File: src/rtl/mem_arbiter.sv
// -----------------------------------------------------------------------------
// mem_arbiter
//   Shares one single-port memory between the instruction-fetch port
//   (read-only) and the MEM-stage data port (load/store). Each access holds
//   the memory command for MEM_LAT cycles, samples read data on the last
//   of them, then pulses the owner's grant for one cycle. When both ports
//   request in IDLE, the port that was not served last wins.
//
// Ports
//   i_clk, i_reset           clock (rising edge), async active-high reset
//   i_ifReq/i_ifAddr         fetch request, held until o_ifGnt
//   o_ifGnt/o_ifData         fetch-complete pulse, registered fetched word
//   i_dReq/i_dWe/i_dAddr/
//   i_dWrData                data request (1=store), held until o_dGnt
//   o_dGnt/o_dRdData         data-complete pulse, registered load word
//   o_stall                  some request is pending and not granted now
//   o_memAddr/o_memWrData    latched memory address / write data
//   o_memCtrl                [1]=read, [0]=write, 00 outside ACCESS
//   i_memRdData              memory read data
// -----------------------------------------------------------------------------
module mem_arbiter #(
   parameter int ADDR_W  = 32,
   parameter int DATA_W  = 32,
   parameter int MEM_LAT = 2
) (
   input  logic              i_clk,
   input  logic              i_reset,
   input  logic              i_ifReq,
   input  logic [ADDR_W-1:0] i_ifAddr,
   output logic              o_ifGnt,
   output logic [DATA_W-1:0] o_ifData,
   input  logic              i_dReq,
   input  logic              i_dWe,
   input  logic [ADDR_W-1:0] i_dAddr,
   input  logic [DATA_W-1:0] i_dWrData,
   output logic              o_dGnt,
   output logic [DATA_W-1:0] o_dRdData,
   output logic              o_stall,
   output logic [ADDR_W-1:0] o_memAddr,
   output logic [DATA_W-1:0] o_memWrData,
   output logic [1:0]        o_memCtrl,
   input  logic [DATA_W-1:0] i_memRdData
);

   localparam int CNT_W = $clog2(MEM_LAT + 1);
   localparam logic [CNT_W-1:0] CNT_LAST = CNT_W'(MEM_LAT - 1);

   typedef enum logic [1:0] {S_IDLE, S_ACCESS, S_RESP} state_t;
   typedef enum logic {OWN_IF = 1'b0, OWN_D = 1'b1} owner_t;

   state_t            state_q, state_d;
   owner_t            owner_q, owner_d;
   owner_t            last_q, last_d;
   logic [CNT_W-1:0]  cnt_q, cnt_d;
   logic              we_q, we_d;
   logic [ADDR_W-1:0] addr_q, addr_d;
   logic [DATA_W-1:0] wrdata_q, wrdata_d;
   logic [DATA_W-1:0] if_data_q, if_data_d;
   logic [DATA_W-1:0] d_data_q, d_data_d;
   logic              d_wins;

   // NOTE: sequential state uses non-blocking (<=) so every register samples
   // the values that existed before the edge, independent of statement order.
   always_ff @(posedge i_clk or posedge i_reset) begin
      if (i_reset) begin
         state_q   <= S_IDLE;
         owner_q   <= OWN_IF;
         last_q    <= OWN_IF;
         cnt_q     <= '0;
         we_q      <= 1'b0;
         addr_q    <= '0;
         wrdata_q  <= '0;
         if_data_q <= '0;
         d_data_q  <= '0;
      end else begin
         state_q   <= state_d;
         owner_q   <= owner_d;
         last_q    <= last_d;
         cnt_q     <= cnt_d;
         we_q      <= we_d;
         addr_q    <= addr_d;
         wrdata_q  <= wrdata_d;
         if_data_q <= if_data_d;
         d_data_q  <= d_data_d;
      end
   end

   // Data port wins when it is the only requester, or when both request and
   // the fetch port was served last.
   assign d_wins = i_dReq & (~i_ifReq | (last_q == OWN_IF));

   // NOTE: every signal assigned here gets a default first, so no path can
   // leave it unassigned and infer a latch.
   always_comb begin
      state_d   = state_q;
      owner_d   = owner_q;
      last_d    = last_q;
      cnt_d     = cnt_q;
      we_d      = we_q;
      addr_d    = addr_q;
      wrdata_d  = wrdata_q;
      if_data_d = if_data_q;
      d_data_d  = d_data_q;

      unique case (state_q)
         S_IDLE: begin
            if (i_ifReq || i_dReq) begin
               state_d = S_ACCESS;
               cnt_d   = '0;
               if (d_wins) begin
                  owner_d  = OWN_D;
                  addr_d   = i_dAddr;
                  we_d     = i_dWe;
                  wrdata_d = i_dWrData;
               end else begin
                  owner_d  = OWN_IF;
                  addr_d   = i_ifAddr;
                  we_d     = 1'b0;
               end
            end
         end
         S_ACCESS: begin
            cnt_d = cnt_q + CNT_W'(1);
            if (cnt_q == CNT_LAST) begin
               state_d = S_RESP;
               if (owner_q == OWN_IF) begin
                  if_data_d = i_memRdData;
               end else if (!we_q) begin
                  d_data_d = i_memRdData;
               end
            end
         end
         S_RESP: begin
            last_d  = owner_q;
            state_d = S_IDLE;
         end
         default: state_d = S_IDLE;
      endcase
   end

   // Grant and command decode straight from state so async reset clears them
   // in the cycle it asserts.
   assign o_ifGnt   = (state_q == S_RESP) && (owner_q == OWN_IF);
   assign o_dGnt    = (state_q == S_RESP) && (owner_q == OWN_D);
   assign o_memCtrl = (state_q != S_ACCESS) ? 2'b00 :
                      ((owner_q == OWN_D) && we_q) ? 2'b01 : 2'b10;

   assign o_stall     = (i_ifReq & ~o_ifGnt) | (i_dReq & ~o_dGnt);
   assign o_memAddr   = addr_q;
   assign o_memWrData = wrdata_q;
   assign o_ifData    = if_data_q;
   assign o_dRdData   = d_data_q;

endmodule

File: config.mk
export PLATFORM = sky130hd
export DESIGN_NAME = mem_arbiter
export DESIGN_NICKNAME = d
export VERILOG_FILES = /design/src/rtl/mem_arbiter.sv
export SDC_FILE = /design/constraint.sdc
export NUM_CORES = 1
export LEC_CHECK = 0
export CORE_MARGIN = 3
export CORE_UTILIZATION = 44
export DETAILED_ROUTE_END_ITERATION = 8
export GPL_ROUTABILITY_DRIVEN = 1
export GPL_TIMING_DRIVEN = 0
export HOLD_SLACK_MARGIN = 0.12
export PLACE_DENSITY_LB_ADDON = 0.15
export SLEW_MARGIN = 20
export SYNTH_ARGS = -nofsm -noshare
export SYNTH_HDL_FRONTEND = slang
export SYNTH_SLANG_ARGS = --single-unit
File: constraint.sdc
create_clock -name i_clk -period 11 [get_ports i_clk]
set_clock_uncertainty 0.1 [all_clocks]
set_input_delay 1.65 -clock i_clk [delete_from_list [all_inputs] [get_ports i_clk]]
set_output_delay 1.65 -clock i_clk [all_outputs]
set_load 0.01 [all_outputs]
==> flow_summary.yaml, run 1 <==
grt:
  track_usage_pct: 21.2
  grt_pass1_vias: 4349
  antenna_found_initial: 0
  grt_max_degree: 87
  gr-total-overflow: 0
  grt_pass1_wl_mm: 23.3
worst_hold_path:
  hold_class: "reg2reg"
  hold_start: "o_memWrData[4]"
power:
  totalPowerFinal_mw: 2.64
  seqPwrFrac_pct: 33.7
  irDropWorstVdd_uv: 193
  p_leak_nw: 3.81
  comb_power_share_pct: 45.3
  power_density_nw_per_um2: 292
  p_sw_mw: 0.784
  swShare_pct: 29.6
  intPower_mw: 1.86
  clockPowerShare_pct: 21.0
die:
  start_util_pct: 45.7
  coreArea_um2: 12200
  die_h_um: 119
  io_pins: 266
  die_x_um: 119
  fp-row-count: 40
  die-area_um2: 14100
yosys:
  synthSimpleGateAreaFrac_pct: 2.09
  synth_edf_count: 0
  async_flop_share_pct: 100
  synthAdderAreaFrac_pct: 0.224
  synth_top_flop_cell: "dfrtp_1"
  synth_seq_cells: 135
  synth_nets: 479
  ys_top_cells_by_area: "dfrtp_1 (61%), mux2_2 (27%), mux2_1 (3.4%)"
  synth_top_area_share_pct: 60.6
  ys_warn_count: 0
  synthesis.area_um2: 5580
  synth_top_family_by_area: "multiplexers"
  synth_cells: 345
  synth_compound_area_share_pct: 1.17
  synthXorXnorAreaFrac_pct: 0
  avgSynthCellArea_um2: 16.2
  netlist_top_cells_count: "dfrtp_1 (135), mux2_2 (135), mux2_1 (17), mux2_4 (8)"
  muxShareOfSynthArea_pct: 32.8
  synth_top_area_cell: "dfrtp_1"
  ys_seq_area_share_pct: 60.6
  ys_types: 25
critical_path:
  startpoint: "i_ifReq"
  critical_path_required_ns: 9.25
  critical_path_class: "in2out"
  startpoint_type: "input port"
  r2r_slack_ns: 9.06
  r2r_end: "o_memWrData[14]"
  worstReg2RegStart: "last_q"
  arrival_ns: 2.89
  crit_end: "o_stall"
  worst_r2r_path_depth: 5
  cp-end-kind: "primary output"
  crit_fanout: 4
layout:
  drive_gt1_share_pct: 30.6
  final_nets: 764
  stdcell_area_um2: 9060
  fin_cells: 811
  n_antenna_cell: 0
  syn_to_final_growth_pct: 62.5
flow_run:
  max-cap-violations: 0
timing:
  setup_tns_ns: 0
  worstMarginPinSlew_ns: 0.507
  setup_viol: 0
  rsz0062_at_grt: "no"
  fin_crit_sh_pct: 42.2
  slew_viol_final: 0
  maxClockFrequency_mhz: 215
  period_needed_ns: 4.64
  hold_viol: 0
  slew_headroom_pct: 66.1
clocking:
  htree_levels: 4
  numCtsBuffers: 17
  cts.sinks: 135
  cts_resized: 0
  cts_setup_buffers: 0
  clk_transition_reported_paths_ns: 0.05
  cts_root_buf: "clkbuf_16"
  cts.path.max_buffers: 2
  insertion_delay_ns: 0.40
  ctsHoldBuffers: 0
  cts_tree: "built"
detailed_routing:
  vias: 3951
  remaining_drc_errors: 0
  drt-pass1-iter-count: 3
  wire_per_inst_um: 18.1
  drt_iter0_drc: 152
  drtAntennaViolNets: 0
  via_per_inst: 4.87
  postRouteWirelength_mm: 14.7
placement:
  hpwlAfterDp_mm: 11.1
  io_buffers: 265
  place_area_um2: 8480
  placed_cells: 779
  place_congestion: 0.739
run_status:
  status: "complete, no violations"
==> how the worst min path moves through the flow <==
stage,to,slack (ns),cells after the start
floorplan,last_q,0.35,2
global placement,last_q,0.36,2
detailed placement,o_ifData[0],0.37,1
CTS,o_ifData[0],0.39,1
global route,o_dRdData[28],0.40,1
finish,o_memWrData[4],0.38,1
==> power groups by stage <==
stage          Sequential (mW)  Combinational, mW  Clock [mW]
6_report                 0.891               1.20       0.555
5_1_grt                  0.925               1.27       0.586
4_1_cts                  0.893               1.22       0.565
3_5_place_dp             0.897               1.21           0
3_3_place_gp             0.879               1.18           0
2_1_floorplan            0.999              0.434           0
==> flip-flops by register name, indices dropped and copies added (netlist names) <==
name         count
state_q          2
o_ifData        32
cnt_q            2
last_q           1
we_q             1
owner_q          1
o_memWrData     32
o_memAddr       32
o_dRdData       32
==> worst max-delay path, cell delays in order <==
cell and delay (ns):
clkdlybuf4s50_1 0.51, o21ai_0 0.10, nand2_1 0.07, clkdlybuf4s50_1 0.56
==> stage by stage <==
step	util [%]	hold WS, ns	worst slack [ns]
3_3_place_gp	69.1	0.362	3.95
3_5_place_dp	69.4	0.374	6.36
5_1_grt	74.2	0.398	6.26
4_1_cts	74.2	0.386	6.36
2_1_floorplan	-	0.348	5.64
6_report	74.2	0.383	6.36
==> routing by layer <==
metal | track usage (%) | wire length [µm] | share of wire, % | vias to the layer above
met5 | 0 | 0 | 0 | -
met4 | 8.18 | 286 | 1.9 | 0
met3 | 8.23 | 1200 | 8.2 | 18
met2 | 38.0 | 7920 | 54 | 155
met1 | 22.3 | 5310 | 36 | 1975
li1 | - | - | - | 1803
==> layout make-up <==
cell class	count	area, µm²
clock inverter	8	95.1
multi-input combinational	189	2030
tap	168	210
timing repair buffer	266	2680
fill	862	3150
buffer	17	159
sequential	135	3380
clock buffer	24	492
inverter	4	22.5
==> cells by family (layout without fill, tap and decap cells) <==
kind of cell    count (synthesis)  in the layout
mux                           160            160
flops                         135            135
buf+inv                        21            319
simple gates                   18             18
compound gates                 10             10
fa+ha+maj                       1              1
==> cells in the final DEF, fill, tap and decap left out, drive strengths merged, types with 2 or more instances in the layout <==
cell,Yosys,layout
clkinvlp,0,2
nand2,7,7
nand2b,2,2
clkbuf,0,24
clkdlybuf4s50,0,265
nor2,4,4
o21ai,4,4
mux2,160,160
nand3b,2,2
bufinv,0,2
clkinv,0,4
inv,4,4
dfrtp,135,135
buf,17,18
(Power assumes the default switching activity.)
==> run 2, diff against run 1 <==
--- a/config.mk
+++ b/config.mk
@@ -6,7 +6,7 @@
 export NUM_CORES = 1
 export LEC_CHECK = 0
 export CORE_MARGIN = 3
-export CORE_UTILIZATION = 44
+export CORE_UTILIZATION = 37
 export DETAILED_ROUTE_END_ITERATION = 8
 export GPL_ROUTABILITY_DRIVEN = 1
 export GPL_TIMING_DRIVEN = 0
==> constraint.sdc (replaced) <==
create_clock -name i_clk -period 3.85 [get_ports i_clk]
set_clock_uncertainty 0.1 [all_clocks]
set_input_delay 0.5775 -clock i_clk [delete_from_list [all_inputs] [get_ports i_clk]]
set_output_delay 0.5775 -clock i_clk [all_outputs]
set_load 0.01 [all_outputs]
==> run 2 against run 1 <==
Against the previous run:
- die area up 18%
- clock-buffer cell count stayed put
- worst setup slack got worse by 5.1 ns
- sequential power grew to 2.9 times the previous value
- first-iteration DRC count shrank 45%
- utilization decreased by 11 points
- critical path type is now reg2out
- critical endpoint is now o_memCtrl[1]
- highest routed layer unchanged
==> flow_summary.yaml, run 2 (same netlist as run 1, synthesis figures left out) <==
placement:
  place_congestion: 0.749
  io_buffers: 265
  place_area_um2: 8560
  hpwlAfterDp_mm: 11.0
critical_path:
  startpoint_type: "flop"
  crit_fanout: 7
  worst_r2r_path_depth: 6
  cp-end-kind: "primary output"
  critical_path_class: "reg2out"
  critical_path_required_ns: 3.17
  arrival_ns: 1.91
detailed_routing:
  wire_per_inst_um: 16.8
  vias: 3892
  drtAntennaViolNets: 0
  drt_iter0_drc: 84
  via_per_inst: 4.69
  remaining_drc_errors: 0
  postRouteWirelength_mm: 14.0
  drt-pass1-iter-count: 4
power:
  clockPowerShare_pct: 22.2
  comb_power_share_pct: 44.5
  totalPowerFinal_mw: 7.62
  power_density_nw_per_um2: 830
  intPower_mw: 5.44
  swShare_pct: 28.7
  irDropWorstVdd_uv: 401
  p_leak_nw: 3.85
  seqPwrFrac_pct: 33.3
  p_sw_mw: 2.19
flow_run:
  max-cap-violations: 0
timing:
  period_needed_ns: 2.58
  setup_viol: 0
  setup_tns_ns: 0
  worstMarginPinSlew_ns: 0.621
  fin_crit_sh_pct: 67.1
  maxClockFrequency_mhz: 387
  rsz0062_at_grt: "no"
  slew_headroom_pct: 58.5
  hold_viol: 0
  slew_viol_final: 0
layout:
  final_nets: 767
  drive_gt1_share_pct: 30.8
  syn_to_final_growth_pct: 64.7
  stdcell_area_um2: 9190
  final_util_pct: 62.7
  final_common_cell: "clkdlybuf4s50_1"
  n_antenna_cell: 0
  mostFrequentLayoutCells: "clkdlybuf4s50_1 (265), mux2_2 (135), dfrtp_1 (135), mux2_1 (17), clkbuf_16 (17)"
die:
  start_util_pct: 38.1
  die-area_um2: 16600
  die_x_um: 129
  coreArea_um2: 14600
  io_pins: 266
  fp-row-count: 44
  die_h_um: 129
clocking:
  cts_resized: 0
  cts_setup_buffers: 0
  cts.sinks: 135
  numCtsBuffers: 17
  clk_transition_reported_paths_ns: 0.05
  htree_levels: 4
  cts_root_buf: "clkbuf_16"
  ctsHoldBuffers: 0
  cts_tree: "built"
  cts.path.max_buffers: 2
  insertion_delay_ns: 0.40
grt:
  gr-total-overflow: 0
  track_usage_pct: 17.3
  antenna_found_initial: 0
  grt_pass1_vias: 4342
  grt_pass1_wl_mm: 22.4
  grt_max_degree: 35
worst_hold_path:
  hold_class: "reg2reg"
  hold_path_depth: 1
run_status:
  status: "complete, no violations"
## run 2: changes by cell type in the layout (fill, tap and decap cells not counted), sizes merged
cell | previous run | this run
buf | 18 | 21
bufinv | 2 | 4
clkinvlp | 2 | 1
inv | 4 | 3
## run 2: routing by layer
| layer | part of all wire, % | vias to the layer above | global-route usage (%) |
|---|---|---|---|
| met1 | 38 | 1903 | 19.7 |
| met2 | 52 | 156 | 29.6 |
| met3 | 8.8 | 20 | 6.77 |
| li1 | - | 1813 | - |
| met4 | 1.8 | 0 | 6.36 |
| met5 | 0 | - | 0 |
## run 2: final timing paths
kind	from	endpoint	slack [ns]
worst max-delay path	state_q[1]	o_memCtrl[1]	1.27
worst min-delay path	o_ifData[28]	o_ifData[28]	0.38
worst max register to register	cnt_q[1]	o_ifData[21]	1.89
worst min register to register	o_ifData[28]	o_ifData[28]	0.38
max in group asynchronous	i_reset	o_memAddr[31]	2.31
min in group asynchronous	i_reset	o_memWrData[10]	0.51
## run 2: cell type report
| class | count | area (µm²) |
|---|---|---|
| clock buffers | 24 | 482 |
| repair buffers | 269 | 2750 |
| inverters | 4 | 18.8 |
| fillers | 1114 | 5460 |
| well taps | 184 | 230 |
| clock inverters | 8 | 144 |
| multi-input cells | 189 | 2030 |
| flip-flops and latches | 135 | 3380 |
| plain buffers | 17 | 159 |
## run 2: power by group through the flow
stage               Sequential, mW  Clock, mW  Combinational [mW]
floorplan                     2.85          0                1.24
global placement              2.52          0                3.38
detailed placement            2.56          0                3.44
CTS                           2.55       1.75                3.46
global route                  2.65       1.81                3.63
finish                        2.54       1.69                3.39
## run 2: metrics by stage
step           hold slack, ns  worst slack (ns)  instances
6_report                0.383              1.27        830
5_1_grt                 0.411              1.15        830
4_1_cts                 0.386              1.23        830
3_5_place_dp            0.373              1.21        798
3_3_place_gp            0.361             0.329        794
2_1_floorplan           0.348              1.49        345
## run 2: worst max-delay path, cell delays in order (launching register included)
cell and delay (ns):
dfrtp_1 0.45, nand2b_1 0.29, a21oi_1 0.18, clkdlybuf4s50_1 0.59
